`src/rtl/uart_pkg.sv`:
```
// -----------------------------------------------------------------------------
// uart_pkg
// Shared definitions for the UART transmitter slice:
//   - tx_state_t   : transmitter FSM state encoding
//   - PAR_NONE/PAR_ODD/PAR_EVEN : parity-mode selector values
//   - frame_bits() : number of bit times in one serial frame
//   - parity_bit() : parity helper (XOR of data, inverted for odd)
// Optional feature macro: UART_TX_PARITY_EN adds the PAR state.
// -----------------------------------------------------------------------------
package uart_pkg;

   localparam int PAR_NONE = 32'sd0;
   localparam int PAR_ODD  = 32'sd1;
   localparam int PAR_EVEN = 32'sd2;

`ifdef UART_TX_PARITY_EN
   typedef enum logic [2:0] {
      ST_IDLE  = 3'd0,
      ST_START = 3'd1,
      ST_DATA  = 3'd2,
      ST_PAR   = 3'd3,
      ST_STOP  = 3'd4
   } tx_state_t;
`else
   typedef enum logic [2:0] {
      ST_IDLE  = 3'd0,
      ST_START = 3'd1,
      ST_DATA  = 3'd2,
      ST_STOP  = 3'd4
   } tx_state_t;
`endif

   // Bit times per frame: start + data + optional parity + stop bits.
   function automatic int frame_bits(input int data_w, input int stop_bits, input logic par_bit);
      int n;
      n = 32'sd1 + data_w + stop_bits;
      if (par_bit) n = n + 32'sd1;
      else         n = n + 32'sd0;
      return n;
   endfunction

   // Data is zero-extended to 9 bits; zero padding does not change the XOR.
   function automatic logic parity_bit(input logic [8:0] data, input logic odd);
      return (^data) ^ odd;
   endfunction

endpackage

```
`src/rtl/uart_baud_gen.sv`:
```
// -----------------------------------------------------------------------------
// uart_baud_gen
// Down-counter producing a one-cycle bit tick every CLK_DIV clocks.
// Ports:
//   clk    in  system clock (rising edge)
//   rst    in  asynchronous active-high reset (counter forced to 0)
//   en     in  count while high; counter parks at 0 when low
//   reload in  restart the count at CLK_DIV-1 (highest priority)
//   tick   out high for the single cycle in which the count is 0
// -----------------------------------------------------------------------------
module uart_baud_gen #(
   parameter int CLK_DIV = 868
) (
   input  logic clk,
   input  logic rst,
   input  logic en,
   input  logic reload,
   output logic tick
);

   localparam logic [15:0] RELOAD_VAL = 16'(CLK_DIV - 1);

   logic [15:0] cnt_r;
   logic [15:0] cnt_next_s;
   logic        tick_r;

   // Next count: reload wins, wrap at zero, park at zero when disabled.
   always_comb begin
      cnt_next_s = 16'd0;
      if (reload) begin
         cnt_next_s = RELOAD_VAL;
      end else if (en) begin
         if (cnt_r == 16'd0) cnt_next_s = RELOAD_VAL;
         else                cnt_next_s = cnt_r - 16'd1;
      end else begin
         cnt_next_s = 16'd0;
      end
   end

   // Counter register; tick is registered so it is high exactly while count is 0.
   always_ff @(posedge clk or posedge rst) begin
      if (rst) begin
         cnt_r  <= 16'd0;
         tick_r <= 1'b0;
      end else begin
         cnt_r  <= cnt_next_s;
         tick_r <= (en | reload) & (cnt_next_s == 16'd0);
      end
   end

   assign tick = tick_r;

endmodule

```
`src/rtl/uart_tx_gen.sv`:
```
// -----------------------------------------------------------------------------
// uart_tx_gen
// UART transmitter with a one-entry holding buffer and back-to-back framing.
// Parameters: CLK_DIV (clocks per bit), DATA_W (5..9), STOP_BITS (1..2),
//             PARITY (0 none, 1 odd, 2 even; used only with UART_TX_PARITY_EN).
// Ports:
//   clk      in  system clock (rising edge)
//   rst      in  asynchronous active-high reset
//   tx_valid in  tx_data holds a word to send
//   tx_data  in  word to send, LSB first
//   tx_ready out holding buffer empty
//   tx       out serial line, idle high (registered)
//   tx_busy  out frame in progress
// Optional feature macro: UART_TX_PARITY_EN compiles in the parity bit.
// -----------------------------------------------------------------------------
module uart_tx_gen
   import uart_pkg::*;
#(
   parameter int CLK_DIV   = 868,
   parameter int DATA_W    = 8,
   parameter int STOP_BITS = 1,
   parameter int PARITY    = 0
) (
   input  logic              clk,
   input  logic              rst,
   input  logic              tx_valid,
   input  logic [DATA_W-1:0] tx_data,
   output logic              tx_ready,
   output logic              tx,
   output logic              tx_busy
);

   if ((CLK_DIV < 32'sd2) || (CLK_DIV > 32'sd65535) || (DATA_W < 32'sd5) || (DATA_W > 32'sd9) ||
       (STOP_BITS < 32'sd1) || (STOP_BITS > 32'sd2) || (PARITY < 32'sd0) || (PARITY > 32'sd2))
   begin : g_bad_param
      $error("uart_tx_gen: parameter out of legal range");
   end

   localparam logic [3:0] LAST_DATA = 4'(DATA_W - 1);
   localparam logic [3:0] LAST_STOP = 4'(STOP_BITS - 1);

`ifdef UART_TX_PARITY_EN
   localparam logic PAR_ON  = (PARITY != PAR_NONE);
   localparam logic ODD_SEL = (PARITY == PAR_ODD);
   logic par_r;
`endif

   tx_state_t         state_r;
   logic [DATA_W-1:0] buf_r;
   logic [DATA_W-1:0] shift_r;
   logic [3:0]        bit_cnt_r;
   logic              buf_full_r;
   logic              tx_ready_r;
   logic              tx_busy_r;
   logic              tx_r;

   logic tick_s;
   logic accept_s;
   logic stop_done_s;
   logic load_s;
   logic baud_en_s;

   // Handshake and frame-boundary decodes.
   always_comb begin
      accept_s    = tx_valid & tx_ready_r;
      stop_done_s = (state_r == ST_STOP) & tick_s & (bit_cnt_r == LAST_STOP);
      // The buffer moves to the shifter from IDLE, or straight off the last
      // stop tick so consecutive frames touch with no idle gap.
      load_s      = buf_full_r & ((state_r == ST_IDLE) | stop_done_s);
      baud_en_s   = (state_r != ST_IDLE);
   end

   uart_baud_gen #(
      .CLK_DIV (CLK_DIV)
   ) u_baud (
      .clk    (clk),
      .rst    (rst),
      .en     (baud_en_s),
      .reload (load_s),
      .tick   (tick_s)
   );

   // Transmit FSM, holding buffer, shifter and registered outputs.
   always_ff @(posedge clk or posedge rst) begin
      if (rst) begin
         state_r    <= ST_IDLE;
         buf_r      <= '0;
         shift_r    <= '0;
         bit_cnt_r  <= 4'd0;
         buf_full_r <= 1'b0;
         tx_ready_r <= 1'b1;
         tx_busy_r  <= 1'b0;
         tx_r       <= 1'b1;
`ifdef UART_TX_PARITY_EN
         par_r      <= 1'b0;
`endif
      end else begin
         // The line follows the state one cycle later, which gives the
         // two-cycle accept-to-start latency while keeping every bit CLK_DIV long.
         case (state_r)
            ST_IDLE:  tx_r <= 1'b1;
            ST_START: tx_r <= 1'b0;
            ST_DATA:  tx_r <= shift_r[0];
`ifdef UART_TX_PARITY_EN
            ST_PAR:   tx_r <= par_r;
`endif
            ST_STOP:  tx_r <= 1'b1;
            default:  tx_r <= 1'b1;
         endcase

         if (load_s) begin
            buf_full_r <= 1'b0;
            tx_ready_r <= 1'b1;
            shift_r    <= buf_r;
            bit_cnt_r  <= 4'd0;
`ifdef UART_TX_PARITY_EN
            par_r      <= parity_bit(9'(buf_r), ODD_SEL);
`endif
         end else if (accept_s) begin
            buf_r      <= tx_data;
            buf_full_r <= 1'b1;
            tx_ready_r <= 1'b0;
         end else begin
            tx_ready_r <= ~buf_full_r;
         end

         case (state_r)
            ST_IDLE: begin
               if (load_s) begin
                  state_r   <= ST_START;
                  tx_busy_r <= 1'b1;
               end
            end
            ST_START: begin
               if (tick_s) begin
                  state_r   <= ST_DATA;
                  bit_cnt_r <= 4'd0;
               end
            end
            ST_DATA: begin
               if (tick_s) begin
                  shift_r <= {1'b0, shift_r[DATA_W-1:1]};
                  if (bit_cnt_r == LAST_DATA) begin
                     bit_cnt_r <= 4'd0;
`ifdef UART_TX_PARITY_EN
                     state_r   <= PAR_ON ? ST_PAR : ST_STOP;
`else
                     state_r   <= ST_STOP;
`endif
                  end else begin
                     bit_cnt_r <= bit_cnt_r + 4'd1;
                  end
               end
            end
`ifdef UART_TX_PARITY_EN
            ST_PAR: begin
               if (tick_s) begin
                  state_r   <= ST_STOP;
                  bit_cnt_r <= 4'd0;
               end
            end
`endif
            ST_STOP: begin
               if (stop_done_s) begin
                  // Shifter/counter reload for a waiting word happens via load_s above.
                  if (buf_full_r) begin
                     state_r <= ST_START;
                  end else begin
                     state_r   <= ST_IDLE;
                     tx_busy_r <= 1'b0;
                     bit_cnt_r <= 4'd0;
                  end
               end else if (tick_s) begin
                  bit_cnt_r <= bit_cnt_r + 4'd1;
               end
            end
            default: begin
               state_r   <= ST_IDLE;
               tx_busy_r <= 1'b0;
            end
         endcase
      end
   end

   assign tx_ready = tx_ready_r;
   assign tx       = tx_r;
   assign tx_busy  = tx_busy_r;

endmodule
```
`config.mk`:
```
export PLATFORM = sky130hd
export DESIGN_NAME = uart_tx_gen
export DESIGN_NICKNAME = d
export VERILOG_FILES = /design/src/rtl/uart_pkg.sv /design/src/rtl/uart_baud_gen.sv /design/src/rtl/uart_tx_gen.sv
export SDC_FILE = /design/constraint.sdc
export NUM_CORES = 1
export LEC_CHECK = 0
export BUFFER_PORTS_ARGS = -buffer_cell sky130_fd_sc_hd__buf_2
export CORE_MARGIN = 3
export CORE_UTILIZATION = 60
export DETAILED_ROUTE_END_ITERATION = 8
export GPL_ROUTABILITY_DRIVEN = 0
export PLACE_DENSITY = 0.89
export SYNTH_ARGS = -nofsm -noshare
export SYNTH_HDL_FRONTEND = slang
export SYNTH_SLANG_ARGS = --single-unit
```
`constraint.sdc`:
```
create_clock -name clk -period 7.7 [get_ports clk]
set_input_delay 1.54 -clock clk [delete_from_list [all_inputs] [get_ports clk]]
set_output_delay 1.54 -clock clk [all_outputs]
set_load 0.02 [all_outputs]
```
* Yosys cells after proc, flatten, opt, wreduce, memory -nomap -nowiden
Index checks and enable logic that the tools add are counted.
** Word-level totals
- Register bits :: 44
- Latch bits :: 0
- RAM bits :: 0
- Bits in read-only memories :: 0
- Input bits :: 11
- Logic and storage cells :: 72
- Memories kept :: 0
** Operators by class
- $add $sub $neg :: 2
- $mul :: 0
- Divide/modulo/power cells :: 0
- Order comparisons :: 0
- Equality and inequality tests :: 10
- Shift operators :: 0
- Mux-type cells :: 30
- Bitwise gates (word level) :: 10
- Reductions and logical operators :: 10
** Operators with widths (number)
- 16-bit 2-to-1 mux :: 3
- 16-bit zero test :: 2
- 4-bit 2-to-1 mux :: 7
- 8-bit 2-to-1 mux :: 3
- 16-bit by 1-bit subtractor with 16-bit output (second input constant) :: 1
- 3-bit 2-to-1 mux :: 5
- 3-bit case mux with 4 select lines :: 1
- 4-bit case mux with 3 select lines :: 1
- 1-bit 2-to-1 mux :: 8
- 2-bit by 1-bit inequality test with 1-bit output (second input constant) :: 3
- 2-bit inequality test (second input constant) :: 3
- 1-bit bitwise AND :: 5
- 5-bit AND reduction :: 1
- 4-bit by 1-bit adder with 4-bit output (second input constant) :: 1
- 4-bit by 3-bit equality test with 1-bit output (second input constant) :: 1
- 4-bit zero test :: 1
- 4-bit AND reduction :: 1
- 3-bit by 1-bit equality test with 1-bit output (second input constant) :: 1
- 3-bit by 2-bit equality test with 1-bit output (second input constant) :: 1
- 3-bit equality test (second input constant) :: 1
- 3-bit zero test :: 1
- 1-bit NOT :: 3
- 1-bit case mux with 3 select lines :: 1
- 3-bit nonzero test :: 1
- 5 further kinds :: 6

* Longest topological paths before layout
Gate-level depths: netlist of the first run.
- Word-level depth :: 9
- Gate-level depth with buffers :: 8
- Mapped depth without buffers :: 8

* Modules after synthesis
Synthesis of the first run repeated with hierarchy kept, for this count alone.
** Second synthesis, totals
- Cell total of the unflattened synthesis :: 239
- Area, all modules :: 2382.3 µm²
** Modules (own cells, without submodules)
- uart_tx_gen :: times used 1, cells each 137, area each 1432.6 µm², seq. area each 678.2 µm²
- uart_baud_gen :: times used 1, cells each 102, area each 949.7 µm², seq. area each 425.4 µm²

* Worst setup path before layout of the first run
No wires, ideal clock.
- Path type :: input port to flip-flop
- Start :: input tx_valid
- End :: register buf_r[0]
- Library setup time :: 0.125 ns
- Data arrival time :: 2.329 ns
- Required time :: 7.575 ns
- Path slack :: 5.246 ns
- Stages :: 3
- Path through :: nand2_1 nor2_1 mux2_2
** Between the ends
- Cells in the longest elaborated chain, start to end :: 2
** RTL lines
- from (decl) :: line uart_tx_gen.sv:26 : input logic tx_valid,
- 1-bit bitwise AND :: line uart_tx_gen.sv:65 : accept_s = tx_valid & tx_ready_r;
- 2-bit AND reduction (no line)
- to (signal assigned) :: line uart_tx_gen.sv:120 : buf_r <= tx_data;
- to (decl) :: line uart_tx_gen.sv:49 : logic [DATA_W-1:0] buf_r;
Every way passes these cells.
A chain may end at the register's enable or synchronous reset.

* Worst setup path after layout of the first run
- Start :: register bit_cnt_r[0]
- End :: register buf_r[7]
** Between the ends
- Cells in the longest elaborated chain, start to end :: 6
** RTL lines
- from (decl) :: line uart_tx_gen.sv:51 : logic [3:0] bit_cnt_r;
- from (signal assigned) :: line uart_tx_gen.sv:151 : bit_cnt_r <= bit_cnt_r + 4'd1;
- from (signal assigned) :: line uart_tx_gen.sv:174 : bit_cnt_r <= bit_cnt_r + 4'd1;
- 4-bit zero test :: line uart_tx_gen.sv:66 : stop_done_s = (state_r == ST_STOP) & tick_s & (bit_cnt_r == LAST_STOP);
- 1-bit bitwise AND :: line uart_tx_gen.sv:66
- 1-bit bitwise OR :: line uart_tx_gen.sv:69 : load_s = buf_full_r & ((state_r == ST_IDLE) | stop_done_s);
- 1-bit bitwise AND :: line uart_tx_gen.sv:69
- 1-bit NOT (no line)
- 2-bit AND reduction (no line)
Every way passes these cells.

==> impl_metrics.ini, run 1 <==
[clocking]
ctsHoldBuffers = 0
clk_transition_reported_paths_ns = 0.08
cts_htree_levels = 2
clock-sinks = 44
postCtsSetupBuffers = 0
cts.repair.resized = 0
clock_tree_from_tritoncts = done
clock-root-buffer = sky130_fd_sc_hd__clkbuf_8
clk_buf_depth = 2
clock_latency_at_the_later_pin_of_the_worst_skew_pair_ns = 0.30
tritoncts.num_buffers = 5

[routing]
route.vias.total = 1615
detail_route.wirelength_mm = 4.006
route.antenna.remaining_nets = 0
wl_per_cell_um = 14.31
drc = 0
detailedRoute.firstPassIterationCount = 4
detailedRoute.firstIterationViolations = 82
viasPerCell = 5.768

[sta]
timing_worst_slew_pin_value_ns = 1.104
post-route-period-util_pct = 37.13
max_slew_margin_pct = 26.38
report.final.setup_viol = 0
grt_setup_unrepaired = false
fin_crit_ns = 2.859
fin_tns_setup_ns = 0
worst_clock_skew_ns = 0.009718
max_freq_mhz = 349.8
hold_viol = 0
drv_slew = 0

[cells_and_area]
fin_nets = 247
number_of_fill_cells_in_the_layout = 245
drive_above_1_share_pct = 15.81
layout_common_cells = 42 x sky130_fd_sc_hd__dfrtp_1, 28 x sky130_fd_sc_hd__nor2_1, 17 x sky130_fd_sc_hd__nand2_1
ff_latch_area_um2 = 1104
final_common_cell = sky130_fd_sc_hd__dfrtp_1
n_antenna_cell = 0
area_taken_by_multi_input_logic_gates_um2 = 1036
areaGrowthSynthToFinish_pct = 9.437

[critical_path]
cp.arrival_ns = 3.04
startpoint = bit_cnt_r[0]
crit_fanout = 15
setup.worst_path.class = reg -> reg
crit_path_end_kind = flop
setup.reg_to_reg.worst_slack_ns = 4.84
worstReg2RegStart = bit_cnt_r[0]
regToRegEndpoint = buf_r[7]
worstRegToRegCells = 6
cp.required_ns = 7.89
critical_path_start_type = flop

[global_route]
globalRouteOverflowTotal = 0
grt_max_degree = 45
first_global_vias = 1539
grt_pass1_wl_mm = 6.865
number_of_antenna_violations_at_the_first_check_in_global_routing = 0
global_route.usage.total_pct = 20.88

[status]
outcome = complete, no violations

[placement]
place.port_buffers = 13
detailedPlacementHpwl_mm = 2.782

[synthesis]
netlist_top_cells_area = sky130_fd_sc_hd__dfrtp_1 48%, sky130_fd_sc_hd__nor2_1 4.8%, sky130_fd_sc_hd__mux2i_1 4.1%
synth.distinct_cells = 45
synthDominantAreaCellType = sky130_fd_sc_hd__dfrtp_1
synth_top_cell_area_share_pct = 47.75
synthCells = 216
synth_edf_count = 0
async_flop_share_pct = 100.0
synth_warnings = 0
ys_dominant_reg_cell = sky130_fd_sc_hd__dfrtp_1
postSynthAreaPerCell_um2 = 10.19
synth.cell_area_um2 = 2201
synth_seq_cells = 44
ys_seq_area_share_pct = 50.14
syn_nets = 230

[floorplan]
die_width_um = 66.57
dieArea_um2 = 4431
floorplan.rows = 21
floorplan.initialDensity_pct = 63.94
core-area_um2 = 3442
top_level_ports = 14
fp.dieH_um = 66.57

[power_and_ir_drop]
leakagePower_nw = 1.028
irDropWorstVdd_uv = 238.0
power_density_nw_per_um2 = 344.9
totalPowerFinal_w = 0.0008307

[run]
number_of_max_cap_violations = 0

[min_path]
holdPathStages = 2
hold_path_end = shift_r[3]
hold_path_startpoint = shift_r[4]
hp-class = reg -> reg
## Yosys cell counts, types with 2 or more instances
cell                        n
sky130_fd_sc_hd__dfrtp_1   42
sky130_fd_sc_hd__nor2_1    28
sky130_fd_sc_hd__nand2_1   17
sky130_fd_sc_hd__a21oi_1   11
sky130_fd_sc_hd__o21ai_0   10
sky130_fd_sc_hd__inv_1      9
sky130_fd_sc_hd__mux2i_1    9
sky130_fd_sc_hd__nor3_1     9
sky130_fd_sc_hd__mux2_2     8
sky130_fd_sc_hd__xnor2_1    8
sky130_fd_sc_hd__xor2_1     6
sky130_fd_sc_hd__clkbuf_1   4
sky130_fd_sc_hd__nor2b_1    4
sky130_fd_sc_hd__nor4_1     4
sky130_fd_sc_hd__o21ai_1    4
sky130_fd_sc_hd__ha_1       3
sky130_fd_sc_hd__nand2b_1   3
sky130_fd_sc_hd__nand3_1    3
sky130_fd_sc_hd__a211o_1    2
sky130_fd_sc_hd__a21o_1     2
sky130_fd_sc_hd__dfstp_2    2
sky130_fd_sc_hd__nand3b_1   2
sky130_fd_sc_hd__nor3b_1    2
sky130_fd_sc_hd__nor4b_1    2
sky130_fd_sc_hd__o21bai_1   2
## final cells by class
cell class / instances / share of cell area [%]
tap: 46 / 2.390
clock buffer: 8 / 3.740
multi-input combinational: 157 / 43.01
timing repair buffer: 16 / 3.636
sequential: 44 / 45.82
inverter: 9 / 1.403
## worst max path at each step
| stage | end | slack, ns | depth (start not counted) |
|---|---|---|---|
| floorplan | bit_cnt_r[0] | 5.13 | 1 |
| global placement | buf_r[0] | 5.01 | 4 |
| detailed placement | buf_r[7] | 4.93 | 6 |
| CTS | buf_r[7] | 4.84 | 6 |
| global route | buf_r[5] | 4.68 | 6 |
| finish | buf_r[7] | 4.84 | 6 |
## critical path, cell delays in order, from the launching register on
cell and delay, ns:
sky130_fd_sc_hd__dfrtp_1 0.43, sky130_fd_sc_hd__inv_1 0.07, sky130_fd_sc_hd__ha_1 0.15, sky130_fd_sc_hd__nand4bb_1 0.22, sky130_fd_sc_hd__a2111oi_4 1.07, sky130_fd_sc_hd__nor2_1 0.43, sky130_fd_sc_hd__mux2_2 0.38
## per-stage QoR
| step | cell area [um2] | instances | hold slack (ns) | setup slack [ns] | utilization, % |
|---|---|---|---|---|---|
| after floorplan | 2201 | 216 | 0.4492 | 5.132 | - |
| after global placement | 2318 | 272 | 0.4677 | 5.012 | 67.36 |
| after detailed placement | 2318 | 272 | 0.4731 | 4.928 | 67.36 |
| after CTS | 2409 | 280 | 0.4938 | 4.839 | 69.97 |
| after global routing | 2409 | 280 | 0.5202 | 4.680 | 69.97 |
| final | 2409 | 280 | 0.4851 | 4.841 | 69.97 |
## report_power, final
group	total [W]	switching, W	internal, W	leakage (nW)
registers	0.000396	0.0000776	0.000319	0.541
clock network	0.000150	0.0000769	0.0000732	0.0455
logic	0.000284	0.000149	0.000136	0.442
total	0.000831	0.000303	0.000528	1.03
## cells by family (layout without fill, tap and decap cells)
logic type	count (synthesis)	count (layout)	share of synthesized area [%]
simple gates	84	84	19.78
flops	44	44	50.14
compound gates	39	39	11.83
mux	17	17	8.187
buf+inv	15	33	2.785
xor+xnor	14	14	5.571
fa+ha+maj	3	3	1.706
## metal layers
| metal | track usage [%] | routed length [um] | vias up |
|---|---|---|---|
| met3 | 5.902 | 128 | 9 |
| met2 | 31.81 | 1881 | 32 |
| met5 | 0 | 0 | - |
| li1 | - | - | 793 |
| met1 | 27.65 | 1921 | 781 |
| met4 | 9.391 | 75 | 0 |
## registers in the layout, indices dropped and copies added (netlist names)
signal	cells
shift_r	8
tx	1
buf_full_r	1
bit_cnt_r	4
buf_r	8
state_r	3
u_baud.tick	1
tx_busy	1
u_baud.cnt_r	16
tx_ready	1
Power figures use the tool's default switching activity.
==> run 2, diff against run 1 <==
--- a/config.mk
+++ b/config.mk
@@ -7,10 +7,10 @@
 export LEC_CHECK = 0
 export BUFFER_PORTS_ARGS = -buffer_cell sky130_fd_sc_hd__buf_2
 export CORE_MARGIN = 3
-export CORE_UTILIZATION = 60
+export CORE_UTILIZATION = 59
 export DETAILED_ROUTE_END_ITERATION = 8
 export GPL_ROUTABILITY_DRIVEN = 0
-export PLACE_DENSITY = 0.89
+export PLACE_DENSITY = 0.88
 export SYNTH_ARGS = -nofsm -noshare
 export SYNTH_HDL_FRONTEND = slang
 export SYNTH_SLANG_ARGS = --single-unit
==> constraint.sdc (replaced) <==
create_clock -name clk -period 2.85 [get_ports clk]
set_input_delay 0.57 -clock clk [delete_from_list [all_inputs] [get_ports clk]]
set_output_delay 0.57 -clock clk [all_outputs]
set_load 0.02 [all_outputs]
==> run 2 against run 1 <==
Compared with the run above: critical path depth grew 2; power grew to 2.8 times the previous value; flip-flop and latch count is the same; critical endpoint is now u_baud.tick.
==> impl_metrics.ini, run 2 (synthesized netlist as in run 1, its figures left out) <==
[clocking]
clock-root-buffer = sky130_fd_sc_hd__clkbuf_8
clk_transition_reported_paths_ns = 0.08
clock-sinks = 44
clock_latency_at_the_later_pin_of_the_worst_skew_pair_ns = 0.29
clock_tree_from_tritoncts = done
cts_htree_levels = 2
cts.repair.resized = 0
ctsHoldBuffers = 0
tritoncts.num_buffers = 5
clk_buf_depth = 2
postCtsSetupBuffers = 0

[critical_path]
worstReg2RegStart = u_baud.cnt_r[0]
critical_path_start_type = flop
setup.worst_path.class = reg -> reg
critical_path.n_buffers_inverters = 1
critical_path.max_stage_delay_ns = 0.45
startpoint = u_baud.cnt_r[0]
path_cells = inv_1 -> ha_1 -> or3b_4 -> or2_4 -> or4_4 -> xor2_1 -> a41oi_2 -> nor4_1
cpMaxStageDelayCell = sky130_fd_sc_hd__dfrtp_1
crit_path_end_kind = flop
crit_fanout = 7
cp.arrival_ns = 2.83
timing.critical_path.max_delay_family = simple AND/OR/NAND/NOR gates
cp.required_ns = 3.04

[floorplan]
fp.dieH_um = 67.08
floorplan.initialDensity_pct = 63.46
dieArea_um2 = 4499
floorplan.rows = 21
die_width_um = 67.08
core-area_um2 = 3468
top_level_ports = 14

[power_and_ir_drop]
power_density_nw_per_um2 = 956.0
irDropWorstVdd_uv = 820.8
net_sw_share_pct = 35.71
total_switching_power_w = 0.0008358
power_frac_comb_pct = 33.5
cellInternalPower_w = 0.001505
clkPwrFrac_pct = 20.3
power.share.sequential_pct = 46.2
leakagePower_nw = 1.048

[sta]
hold_viol = 0
fin_tns_setup_ns = 0
max_slew_margin_pct = 57.77
report.final.setup_viol = 0
fin_crit_ns = 2.643
post-route-period-util_pct = 92.73
max_freq_mhz = 378.4
drv_slew = 0
timing_worst_slew_pin_value_ns = 0.6311
grt_setup_unrepaired = false
worst_clock_skew_ns = 0.01013

[cells_and_area]
n_antenna_cell = 0
max_flop_register = u_baud.cnt_r
layout_common_cells = 42 x sky130_fd_sc_hd__dfrtp_1, 28 x sky130_fd_sc_hd__nor2_1, 17 x sky130_fd_sc_hd__nand2_1
final_common_cell = sky130_fd_sc_hd__dfrtp_1
fin_cells = 282
number_of_fill_cells_in_the_layout = 260
areaGrowthSynthToFinish_pct = 11.26
largest_register_ffs = 16
fin_nets = 249
drive_above_1_share_pct = 17.37
layout.cell_area.non_filler_um2 = 2449
fin_util_pct = 70.60
largestRegisters = u_baud.cnt_r x16, buf_r x8, shift_r x8

[routing]
detail_route.wirelength_mm = 3.950
detailedRoute.firstIterationViolations = 99
route.antenna.remaining_nets = 0
viasPerCell = 5.574
wl_per_cell_um = 14.01
detailedRoute.firstPassIterationCount = 4
route.vias.total = 1572
drc = 0

[global_route]
grt_pass1_wl_mm = 6.858
global_route.usage.total_pct = 20.27
globalRouteOverflowTotal = 0
first_global_vias = 1474
grt_max_degree = 34
number_of_antenna_violations_at_the_first_check_in_global_routing = 0

[placement]
place.port_buffers = 13
detailedPlacementHpwl_mm = 2.806
dpl.cell_count = 274
placement.cell_area_um2 = 2333

[run]
number_of_max_cap_violations = 0

[min_path]
hp-class = in -> async

[status]
outcome = complete, no violations
## run 2: cell types whose count changed in the layout (fill, tap and decap cells not counted), sizes merged
cell	change
inv	+1
clkbuf	-3
buf	+2
clkinvlp	+1
bufinv	+1
## run 2: final cells by class
class                           count  area, um2  area share [%]
Sequential cell                    44       1104           45.07
Multi-Input combinational cell    157       1036           42.31
Timing Repair Buffer               18      102.6           4.190
Clock buffer                        5      68.82           2.810
Tap cell                           46      57.56           2.351
Clock inverter                      3      46.29           1.891
Inverter                            9      33.78           1.380
## run 2: worst register-to-register path, cell delays in order, from the launching register on
cell and delay (ns):
sky130_fd_sc_hd__dfrtp_1 0.45, sky130_fd_sc_hd__inv_1 0.08, sky130_fd_sc_hd__ha_1 0.27, sky130_fd_sc_hd__or3b_4 0.43, sky130_fd_sc_hd__or2_4 0.27, sky130_fd_sc_hd__or4_4 0.41, sky130_fd_sc_hd__xor2_1 0.23, sky130_fd_sc_hd__a41oi_2 0.15
sky130_fd_sc_hd__nor4_1 0.26
## run 2: power by group through the flow
| stage | clock network, W | registers [W] | logic (W) |
|---|---|---|---|
| detailed placement | 0 | 0.00108 | 0.000780 |
| floorplan | 0 | 0.00103 | 0.000629 |
| global placement | 0 | 0.00107 | 0.000747 |
| CTS | 0.000486 | 0.00108 | 0.000790 |
| finish | 0.000475 | 0.00108 | 0.000785 |
| global route | 0.000518 | 0.00111 | 0.000883 |
## run 2: path summary, 6_finish.rpt
check,endpoint,slack [ns],cells past startpoint
worst max-delay path,u_baud.tick,0.21,8
worst min-delay path,u_baud.cnt_r[3],0.20,2
worst max register to register,u_baud.tick,0.21,8
worst min register to register,shift_r[0],0.50,2
max in group asynchronous,tx,1.91,3
min in group clk,buf_r[4],0.50,2
## run 2: through the flow
step	setup slack [ns]	total power, W	hold slack (ns)
global route	0.003436	0.002513	0.2097
detailed placement	0.2360	0.001859	0.4846
finish	0.2073	0.002341	0.2012
floorplan	0.3980	0.001659	0.4492
CTS	0.1926	0.002351	0.2050
global placement	0.3349	0.001813	0.4608
## run 2: metal layers
layer / vias to the layer above / GRT usage (%) / wire length (um)
met1: 757 / 28.92 / 1854
li1: 787 / - / -
met5: - / 0 / 0
met4: 0 / 5.063 / 28
met3: 4 / 4.890 / 128
met2: 24 / 30.92 / 1938
